**src/rtl/switch_sequencer.sv**
```systemverilog
// Round-robin sequencer that shares a 4-way path switch between four requesters,
// drives the switch command and polices the lock_enb/done handshake timing.
module switch_sequencer #(
  parameter int unsigned SHORT_MAX = 2,
  parameter int unsigned LONG_MAX  = 10,
  parameter int unsigned CNT_W     = 4
) (
  input  logic       clk_i,
  input  logic       reset_i,
  input  logic [3:0] req_i,
  input  logic       lock_enb_i,
  input  logic       done_i,
  output logic       switch_enb_o,
  output logic [1:0] switch_select_o,
  output logic [3:0] gnt_o,
  output logic       busy_o,
  output logic       timeout_err_o
);

  typedef enum logic [2:0] {
    StIdle,
    StIssue,
    StSettle,
    StLock,
    StHold,
    StErr
  } state_e;

  state_e           state_q, state_d;
  logic [1:0]       sel_q, sel_d;
  logic [1:0]       nsel_q, nsel_d;
  logic [1:0]       last_q, last_d;
  logic             long_q, long_d;
  logic [CNT_W-1:0] cnt_q, cnt_d;
  logic [3:0]       gnt_q, gnt_d;

  logic [CNT_W-1:0] cnt_max;
  logic [1:0]       start;
  logic [7:0]       req_dbl;
  logic [3:0]       req_rot;
  logic [1:0]       off;
  logic [1:0]       pick;

  // Rotate requests so bit 0 is the requester just after the last owner.
  assign start   = last_q + 2'd1;
  assign req_dbl = {req_i, req_i};
  assign req_rot = req_dbl[start +: 4];

  always_comb begin
    off = 2'd3;
    if (req_rot[0])      off = 2'd0;
    else if (req_rot[1]) off = 2'd1;
    else if (req_rot[2]) off = 2'd2;
  end

  assign pick    = start + off;
  assign cnt_max = long_q ? CNT_W'(LONG_MAX) : CNT_W'(SHORT_MAX);

  always_comb begin
    state_d = state_q;
    sel_d   = sel_q;
    nsel_d  = nsel_q;
    last_d  = last_q;
    long_d  = long_q;
    cnt_d   = cnt_q;
    gnt_d   = gnt_q;
    unique case (state_q)
      StIdle: begin
        if (|req_i) begin
          nsel_d  = pick;
          sel_d   = pick;
          long_d  = (sel_q == 2'b11) && (pick == 2'b00);
          state_d = StIssue;
        end
      end
      StIssue: begin
        // The wrap-around transition ignores the handshake in the command cycle.
        if (long_q) begin
          state_d = StSettle;
        end else if (done_i) begin
          state_d = StErr;
        end else if (lock_enb_i) begin
          cnt_d   = CNT_W'(1);
          state_d = StLock;
        end else begin
          state_d = StErr;
        end
      end
      StSettle: begin
        if (lock_enb_i) begin
          cnt_d   = CNT_W'(1);
          state_d = StLock;
        end else begin
          state_d = StErr;
        end
      end
      StLock: begin
        if (done_i) begin
          gnt_d   = 4'b0001 << nsel_q;
          last_d  = nsel_q;
          state_d = StHold;
        end else if (lock_enb_i && (cnt_q < cnt_max)) begin
          cnt_d = (cnt_q == {CNT_W{1'b1}}) ? cnt_q : cnt_q + 1'b1;
        end else begin
          state_d = StErr;
        end
      end
      StHold: begin
        if (!req_i[nsel_q]) begin
          gnt_d   = 4'b0000;
          state_d = StIdle;
        end
      end
      StErr: begin
        // Failing requester drops to lowest priority for the next round.
        last_d  = nsel_q;
        state_d = StIdle;
      end
      default: state_d = StIdle;
    endcase
  end

  always_ff @(posedge clk_i) begin
    if (reset_i) begin
      state_q <= StIdle;
      sel_q   <= 2'b00;
      nsel_q  <= 2'b00;
      last_q  <= 2'b00;
      long_q  <= 1'b0;
      cnt_q   <= '0;
      gnt_q   <= 4'b0000;
    end else begin
      state_q <= state_d;
      sel_q   <= sel_d;
      nsel_q  <= nsel_d;
      last_q  <= last_d;
      long_q  <= long_d;
      cnt_q   <= cnt_d;
      gnt_q   <= gnt_d;
    end
  end

  assign switch_enb_o    = (state_q == StIssue);
  assign switch_select_o = sel_q;
  assign gnt_o           = gnt_q;
  assign busy_o          = (state_q != StIdle);
  assign timeout_err_o   = (state_q == StErr);

endmodule

```
**config.mk**
```make
export PLATFORM = sky130hd
export DESIGN_NAME = switch_sequencer
export DESIGN_NICKNAME = d
export VERILOG_FILES = /design/src/rtl/switch_sequencer.sv
export SDC_FILE = /design/constraint.sdc
export NUM_CORES = 1
export LEC_CHECK = 0
export CAP_MARGIN = 5
export CORE_ASPECT_RATIO = 1.4
export CORE_MARGIN = 2
export CORE_UTILIZATION = 56
export DETAILED_ROUTE_END_ITERATION = 8
export PLACE_DENSITY = 0.83
export SLEW_MARGIN = 20
export SYNTH_ARGS = -nofsm -noshare
export SYNTH_HDL_FRONTEND = slang
export SYNTH_SLANG_ARGS = --single-unit
```
**constraint.sdc**
```tcl
create_clock -name clk_i -period 6.16 [get_ports clk_i]
set_input_delay 1.848 -clock clk_i [delete_from_list [all_inputs] [get_ports clk_i]]
set_output_delay 1.848 -clock clk_i [all_outputs]
set_load 0.02 [all_outputs]
```
==> impl_results.rst <==
.. list-table::
   :header-rows: 1

   * - Metric
     - Value
   * - Number of antenna diodes
     - 0
   * - Detailed Routing Iterations Pass 1
     - 4
   * - Initial antenna violation count
     - 0
   * - DR vias
     - 1,026
   * - Post-detailed-route wirelength per cell
     - 13.9 um
   * - Top-level I/O count
     - 17
   * - FF-to-FF setup slack
     - 4.19 ns
   * - Crit path DAT
     - 3.99 ns
   * - Switching share of total power
     - 0.300
   * - DP Area
     - 1230 um2
   * - Clock tree from TritonCTS
     - built
   * - Highest fanout seen on the critical path
     - 6
   * - First-pass GRT wire length
     - 3.83 mm
   * - Deepest clock path buffer count
     - 2
   * - Static power due to leakage
     - 0.441 nW
   * - Outcome
     - completed
   * - # port buffers
     - 16
   * - TNS Setup
     - 0 ns
   * - Register area share after synthesis
     - 0.291
   * - Post-Syn Area
     - 1100 um2
   * - DRC errors left
     - 0
   * - Placer congestion estimate
     - 0.884
   * - Worst setup startpoint
     - req_i[2]
   * - Share of the core filled with cells
     - 0.668
   * - GRT Total Usage
     - 0.206
   * - Total die area
     - 2340 um2
   * - Cell type with the highest aggregate area in the netlist
     - dfxtp_1
   * - Clock skew
     - 0.00489 ns
   * - Die Span Y
     - 56.5 um
   * - Min Hold Slack
     - 0.482 ns
   * - Net Count, Synth
     - 145
   * - Most repeated cell in the gate-level netlist after synthesis
     - dfxtp_1
   * - Hpwl dp
     - 1.70 mm
   * - CORE AREA
     - 1900 um2
   * - Clock-pin slew of the registers on the worst-case setup and hold paths
     - 0.10 ns
   * - Hold bufs inserted after CTS
     - 0
   * - Worst IR Drop VDD
     - 0.000164 V
   * - Placement Setup Slack
     - 2.10 ns
   * - WS Path Type
     - in -> reg
   * - Root buffer selected by CTS
     - clkbuf_4
   * - Avg Cell Area, Syn
     - 8.23 um2
   * - Via count of the first global-routing pass
     - 960
   * - Largest net degree at the start of global routing
     - 21
   * - Number of pins with negative max-slew slack in the final report
     - 0
   * - Commonest cells in the netlist
     - 16 x dfxtp_1, 10 x nand2_1, 8 x o21ai_0
   * - Number of setup buffers added after CTS
     - 0
   * - Unrepaired setup endpoints after global routing
     - false
   * - Proportion of power drawn by the clock network
     - 0.300
   * - Yosys synthesis warning count
     - 0
   * - Synth area leaders
     - dfxtp_1 29%, nand2b_1 4.0%, o21ai_0 3.6%
   * - Total gr overflow
     - 0
   * - Min setup slack post-route
     - 2.42 ns
   * - Switching pwr
     - 0.0724 mW
   * - Number of instances in the placed design
     - 162
   * - Proportion of layout cells with a drive suffix above 1
     - 0.0690
   * - DRC marker count from the first detailed-route iteration
     - 24
   * - Total number of H-tree levels
     - 1
   * - Max Freq
     - 268 MHz
   * - Worst max-slew margin expressed relative to the limit
     - 0.570
   * - Combinational group share of total power
     - 0.217
   * - Number of instances in the synthesized netlist
     - 134
   * - Initial core utilization
     - 0.580
   * - Post-synthesis cell type count
     - 45
   * - Crit path capture type
     - flop
   * - Count of endpoints failing setup in the final report
     - 0
   * - Cell area after layout
     - 1270 um2
   * - Placement Rows
     - 19
   * - Total design power
     - 0.241 mW
   * - Primary flip-flop cell chosen by synthesis mapping
     - dfxtp_1
   * - Relative contribution of sequential cells to total power
     - 0.483
   * - CTS-repair resized insts
     - 0
   * - Internal power consumption
     - 0.169 mW
   * - Number of CTS-inserted buffers
     - 3
   * - Detail-routed via count per cell
     - 6.18
   * - Final hold violation count
     - 0
   * - Residual antenna-violating net count after detailed routing
     - 0
   * - Worst r2r src
     - last_q[0]
   * - Tightest Pin Transition
     - 0.643 ns
   * - Req. time, crit path
     - 6.41 ns
   * - Total detailed-routing wirelength
     - 2.30 mm
   * - Final critical-path required period
     - 3.74 ns
   * - Width of the chip
     - 41.5 um
   * - Share of the clock period used by the worst path after layout
     - 0.606
   * - Fraction of post-synthesis cell area in the top cell type by area
     - 0.291
   * - Post-layout net count
     - 157
   * - Async S/R FF share, synth
     - 0
   * - Max-cap violations
     - 0
   * - Fin cells
     - 166
   * - Number of enable-type register cells in the synthesized netlist
     - 0
   * - P&R area growth vs syn
     - 15.3%
   * - Kind of launch point of the worst setup path
     - input pin
   * - Worst min-delay path category
     - reg -> reg
   * - Register bit total from synthesis
     - 16
   * - Areal power density over the cells
     - 190 nW/um2
   * - Worst min-delay path startpoint
     - gnt_o[3]
   * - CTS sink cnt
     - 16
   * - Clock latency at the later pin of the worst-skew pair
     - 0.30 ns
[flip-flops by register name (all words and copies together) (netlist names)]
register  count
last_q        2
state_q       3
long_q        1
nsel_q        2
gnt_o         4
cnt_q         4
[per-layer routing]
metal	GRT usage	share of wire	wire, um
met1	0.222	0.43	992
met4	0.143	0.022	51
met5	0	0	0
met3	0.0257	0.030	70
met2	0.364	0.52	1190
[cell type report]
| class | count | area, um2 |
|---|---|---|
| multi-input combinational | 102 | 702 |
| fill | 173 | 631 |
| sequential | 16 | 320 |
| timing repair buffer | 16 | 160 |
| clock buffer | 4 | 36.3 |
| inverter | 7 | 26.3 |
| tap | 21 | 26.3 |
[power by group through the flow]
stage                     clock network [mW]  registers (mW)  logic, mW
final                                 0.0724           0.117     0.0523
after global routing                  0.0751           0.118     0.0571
after global placement                     0           0.119     0.0508
after floorplan                            0           0.115     0.0379
after CTS                             0.0734           0.117     0.0525
after detailed placement                   0           0.119     0.0521
[cells by family after synthesis]
logic type / share of synthesized area
DFF: 0.291
and+or+nand+nor: 0.350
adders and majority gates: 0.0341
muxes: 0.0397
buffers and inverters: 0.0726
AOI/OAI and AO/OA: 0.213
[path summary, 6_finish.rpt]
kind                   end  cells after the start
setup reg to reg    long_q                      8
setup / recovery    long_q                     10
hold reg to reg   gnt_o[3]                      2
hold / removal    gnt_o[3]                      2
[cell usage in the layout (no fill, tap or decap), types with 2 or more instances in the layout]
master	Yosys	routed
nor2_1	6	6
nand4_1	3	3
nor3b_1	4	4
nand4b_1	2	2
a31oi_1	2	2
nor2b_1	4	4
o2bb2ai_1	2	2
nand3b_1	4	4
nand2b_1	7	7
or3_1	2	2
clkdlybuf4s50_1	0	16
o21ai_0	8	8
ha_1	3	3
nor3_1	4	4
and3b_1	2	2
inv_1	7	7
o21bai_1	2	2
a311oi_1	2	2
nand3_1	7	7
nand2_1	10	10
dfxtp_1	16	16
and4_1	2	2
clkbuf_4	0	3
a21oi_1	6	6
[critical path, stage by stage]
cell and delay [ns]:
clkdlybuf4s50_1 0.60, inv_1 0.09, nor3_1 0.18, a31oi_1 0.06, o211ai_1 0.19, ha_1 0.27
nand3b_1 0.20, nor4_2 0.24, a21bo_1 0.24, nand3_2 0.06
(Power assumes the default switching activity.)
==> RTL change 1, RTL diff (same settings) <==
Make the reset (`reset_i`) asynchronous in one clocked block.
--- a/src/rtl/switch_sequencer.sv
+++ b/src/rtl/switch_sequencer.sv
@@ -120,7 +120,7 @@
     endcase
   end
 
-  always_ff @(posedge clk_i) begin
+  always_ff @(posedge clk_i or posedge reset_i) begin
     if (reset_i) begin
       state_q <= StIdle;
       sel_q   <= 2'b00;
Formal check against the unedited RTL: differs if reset_i is asserted again (counterexample within 4 cycles, from zero or initial values and one cycle with reset_i high); with reset_i held inactive, the same outputs for 10 cycles.
==> RTL change 1 against the unedited design <==
Cell area rose by 6.3%; register-to-register slack gained 0.04 ns; synthesized area is 4.9% higher; worst setup slack got worse by 0.062 ns; wire length up 18%; sequential share of layout area is 4.4 points higher; sequential cell count is the same; largest cell class unchanged.
Power is not compared: it rests on default switching activity, and its combinational part moved more than twofold at a synthesized area within 25%.
==> RTL change 1: results (changes against the unedited design) <==
Status: complete, no violations
Fraction of layout cells with a size suffix above 1: 8.90% (+2.0 points)
Pin count of the biggest net entering global routing: 17 (-19%)
Clk_skew: 0.00717 ns (+0.00228 ns)
R2r worst-path depth: 7 (-1)
Crit path arrival time: 1.95 ns (-2.04 ns)
Worst hold start: cnt_q[0]
1st-iter DRT viols: 37 (+54%)
Hpwl dp: 2.02 mm (+19%)
Vias in the first global route: 1021 (+6.4%)
Reg2Reg Setup Slack: 4.23 ns (+0.04 ns)
R2r startpoint: last_q[1]
CP endpoint: busy_o
WL/cell: 16.2 µm (+17%)
Slew margin rel.: 52.9% (-4.0 points)
Worst Setup SP: state_q[0]
First-pass GRT wire length: 4.49 mm (+17%)
Nets@finish: 158 (+0.64%)
Synth Flop Type: dfrtp_1
Total GRT Usage: 24.3% (+3.7 points)
Vias: 1078 (+5.1%)
FF-to-FF End: long_q
Sequential area share after synthesis: 34.6% (+5.6 points)
Async SR Flop Fraction: 100% (+100 points)
Routability cong.: 0.880 (-0.43%)
Synth Net Count: 142 (-2.1%)
RTL change 1: power by group:
part	switching (µW)	leakage [µW]	total [µW]	internal, µW
Clock	36.0	0.0000210	72.1	36.1
Combinational	178	0.000307	335	157
Sequential	85.1	0.000206	230	145
Total	299	0.000534	636	338
RTL change 1: per-layer routing:
metal	part of all wire [%]	global-route usage [%]	vias to the layer above
li1	-	-	525
met1	41	27.4	514
met2	52	43.3	28
met3	2.7	1.87	11
met4	4.1	16.1	0
met5	0	0	-
RTL change 1: how the worst min path moves through the flow:
stage	end	slack, ns	cells after the start
final	cnt_q[0]	0.51	1
after floorplan	cnt_q[0]	0.47	1
after global routing	cnt_q[0]	0.53	1
after global placement	cnt_q[0]	0.49	1
after detailed placement	cnt_q[0]	0.50	1
after CTS	cnt_q[0]	0.51	1
RTL change 1: cell families after synthesis:
family	after synthesis	share of synthesized area, %
mux	3	3.68
compound gates	40	27.4
simple gates	57	26.4
buf+inv	12	4.65
flops	16	34.6
fa+ha+maj	3	3.25
RTL change 1: layout make-up:
class,count,area [µm²]
flip-flops and latches,16,400
repair buffers,16,160
inverters,7,26.3
well taps,21,26.3
multi-input cells,103,702
clock buffers,4,36.3
fillers,154,598
RTL change 1: worst max-delay path: stages, from the launching register on:
cell,delay [ns]
dfrtp_1,0.59
or3_1,0.49
clkdlybuf4s50_1,0.56
RTL change 1: per-stage QoR:
stage	power [µW]	cells	hold slack (ns)	setup slack, ns
global placement	549	163	0.486	2.42
finish	636	167	0.511	2.36
CTS	633	167	0.511	2.38
global route	676	167	0.526	2.31
detailed placement	562	163	0.497	2.29
floorplan	454	131	0.471	3.07
==> RTL change 2, RTL diff (same flow settings) <==
Without the edit above. The parameter `CNT_W` goes from 4 to 6.
--- a/src/rtl/switch_sequencer.sv
+++ b/src/rtl/switch_sequencer.sv
@@ -3,7 +3,7 @@
 module switch_sequencer #(
   parameter int unsigned SHORT_MAX = 2,
   parameter int unsigned LONG_MAX  = 10,
-  parameter int unsigned CNT_W     = 4
+  parameter int unsigned CNT_W     = 6
 ) (
   input  logic       clk_i,
   input  logic       reset_i,
Function: no difference found for any inputs over 10 cycles, from zero or initial values and one cycle with reset_i high; that may be too few to reach the edited logic, so the function may still have changed.
==> RTL change 2 against the unedited design <==
Non-clock buffer count unchanged; clock power increased by 6.4%; worst setup slack got worse by 0.075 ns; utilization increased by 0.93 points; first-iteration DRC count decreased by 42%; power increased by 10%; wire length increased by 5.3%; synthesized area increased by 2.3%; cell area increased by 2.7%; sequential power increased by 12%; sequential cell count increased by 2; critical endpoint is now timeout_err_o; largest cell class unchanged; largest power group unchanged; highest routed layer unchanged.
==> RTL change 2: results (changes against the unedited design) <==
Reg2Reg Setup Slack: 4.14 ns (-0.05 ns)
Avg Cell Area, Syn: 8.61 µm² (+4.6%)
Adder-cell area share of the yosys netlist: 3.33% (-0.076 points)
Area contributors post-synth: dfxtp_1 (32%), nor2_1 (6.0%), mux2i_1 (4.4%)
FF-to-FF End: state_q[2]
Root Buffer: clkbuf_4
Commonest cells in the netlist: dfxtp_1 (18), nor2_1 (18), nand2_1 (10), a21oi_1 (8), nor2b_1 (6)
R2r startpoint: long_q
Critical Path Max Stage Delay: 0.60 ns (about the same)
Async SR Flop Fraction: 0% (unchanged)
Sequential power: 131 µW (+12%)
Peak VDD IR: 0.169 mV (+3.2%)
XOR/XNOR Fraction of Synth Area: 0.777% (+0.78 points)
M1 wire length: 1.02 mm (+3.1%)
Clock-pin slew on the worst setup and hold paths: 0.11 ns
Nets@finish: 158 (+0.64%)
First-pass GRT wire length: 4.11 mm (+7.2%)
Crit Path Max Fanout: 13 (+7)
Hold Path Sink: cnt_q[5]
Pin count of the biggest net entering global routing: 17 (-19%)
Synth Area in Compound Gates: 15.8% (-5.6 points)
Worst-Margin Slew: 0.623 ns (-0.0202 ns)
Multiplexer share of the synthesized area: 6.77% (+2.8 points)
Leakage: 0.000495 µW (+12%)
Clk_skew: 0.00528 ns (+0.000390 ns)
CP endpoint: timeout_err_o
Hpwl dp: 1.75 mm (+3.1%)
Worst Setup SP: state_q[0]
R2r worst-path depth: 7 (-1)
Status: complete, no violations
WL/cell: 14.5 µm (+4.7%)
PD cells: 204 mW/mm² (+7.4%)
WL met3: 61 µm (-13%)
Synth Net Count: 142 (-2.1%)
Worst hold start: cnt_q[5]
Met2 WL: 1.27 mm (+7.0%)
First-pass DRT Iterations: 4 (unchanged)
Sequential area share after synthesis: 32.0% (+2.9 points)
Hold_ws: 0.500 ns (+0.0180 ns)
Sw Pwr: 79.7 µW (+10%)
# H-tree levels: 1 (unchanged)
Fraction of layout cells with a size suffix above 1: 8.90% (+2.0 points)
Vias/cell: 6.01 (-2.7%)
Pre-CTS WS: 2.25 ns (+0.149 ns)
Vias: 1004 (-2.1%)
N_diodes: 0 (unchanged)
Unique masters post-synth: 43 (-4.4%)
Worst Hold Depth: 1 (-1)
1st-iter DRT viols: 14 (-42%)
Initial antenna violation count: 0 (unchanged)
Total GRT Usage: 22.1% (+1.4 points)
Total power: 266 µW (+10%)
# fillers: 162 (-6.4%)
Drc violations: 0 (unchanged)
Clock net power: 77.0 µW (+6.4%)
Routability cong.: 0.789 (-11%)
Vias in the first global route: 951 (-0.94%)
Fmax: 0.262 GHz (-2.0%)
DP Area: 0.00127 mm² (+2.7%)
==> RTL change 2: cell types whose count changed in the layout (fill, tap and decap cells not counted), sizes merged, moves of 3 or more <==
cell / before / now
a211oi: 1 / 4
inv: 7 / 4
mux2i: 1 / 5
nand3: 8 / 2
nor2: 6 / 18
o21ai: 8 / 4
==> RTL change 2: area by class of cell <==
type | instances | area share (%)
Sequential cell | 18 | 27.6
Timing Repair Buffer | 16 | 12.3
Clock buffer | 4 | 2.78
Multi-Input combinational cell | 104 | 54.2
Inverter | 4 | 1.15
Tap cell | 21 | 2.01
==> RTL change 2: worst register-to-register path, stage by stage, from the launching register on <==
cell	delay (ns)
dfxtp_1	0.45
inv_1	0.07
ha_1	0.20
nor4b_2	0.25
nand2_1	0.08
nor4_1	0.54
or4_1	0.22
a21oi_1	0.06
==> RTL change 2: per-layer routing <==
layer | vias to the layer above | GRT usage, %
li1 | 507 | -
met1 | 472 | 23.2
met2 | 17 | 41.5
met3 | 8 | 3.16
met4 | 0 | 11.5
met5 | - | 0
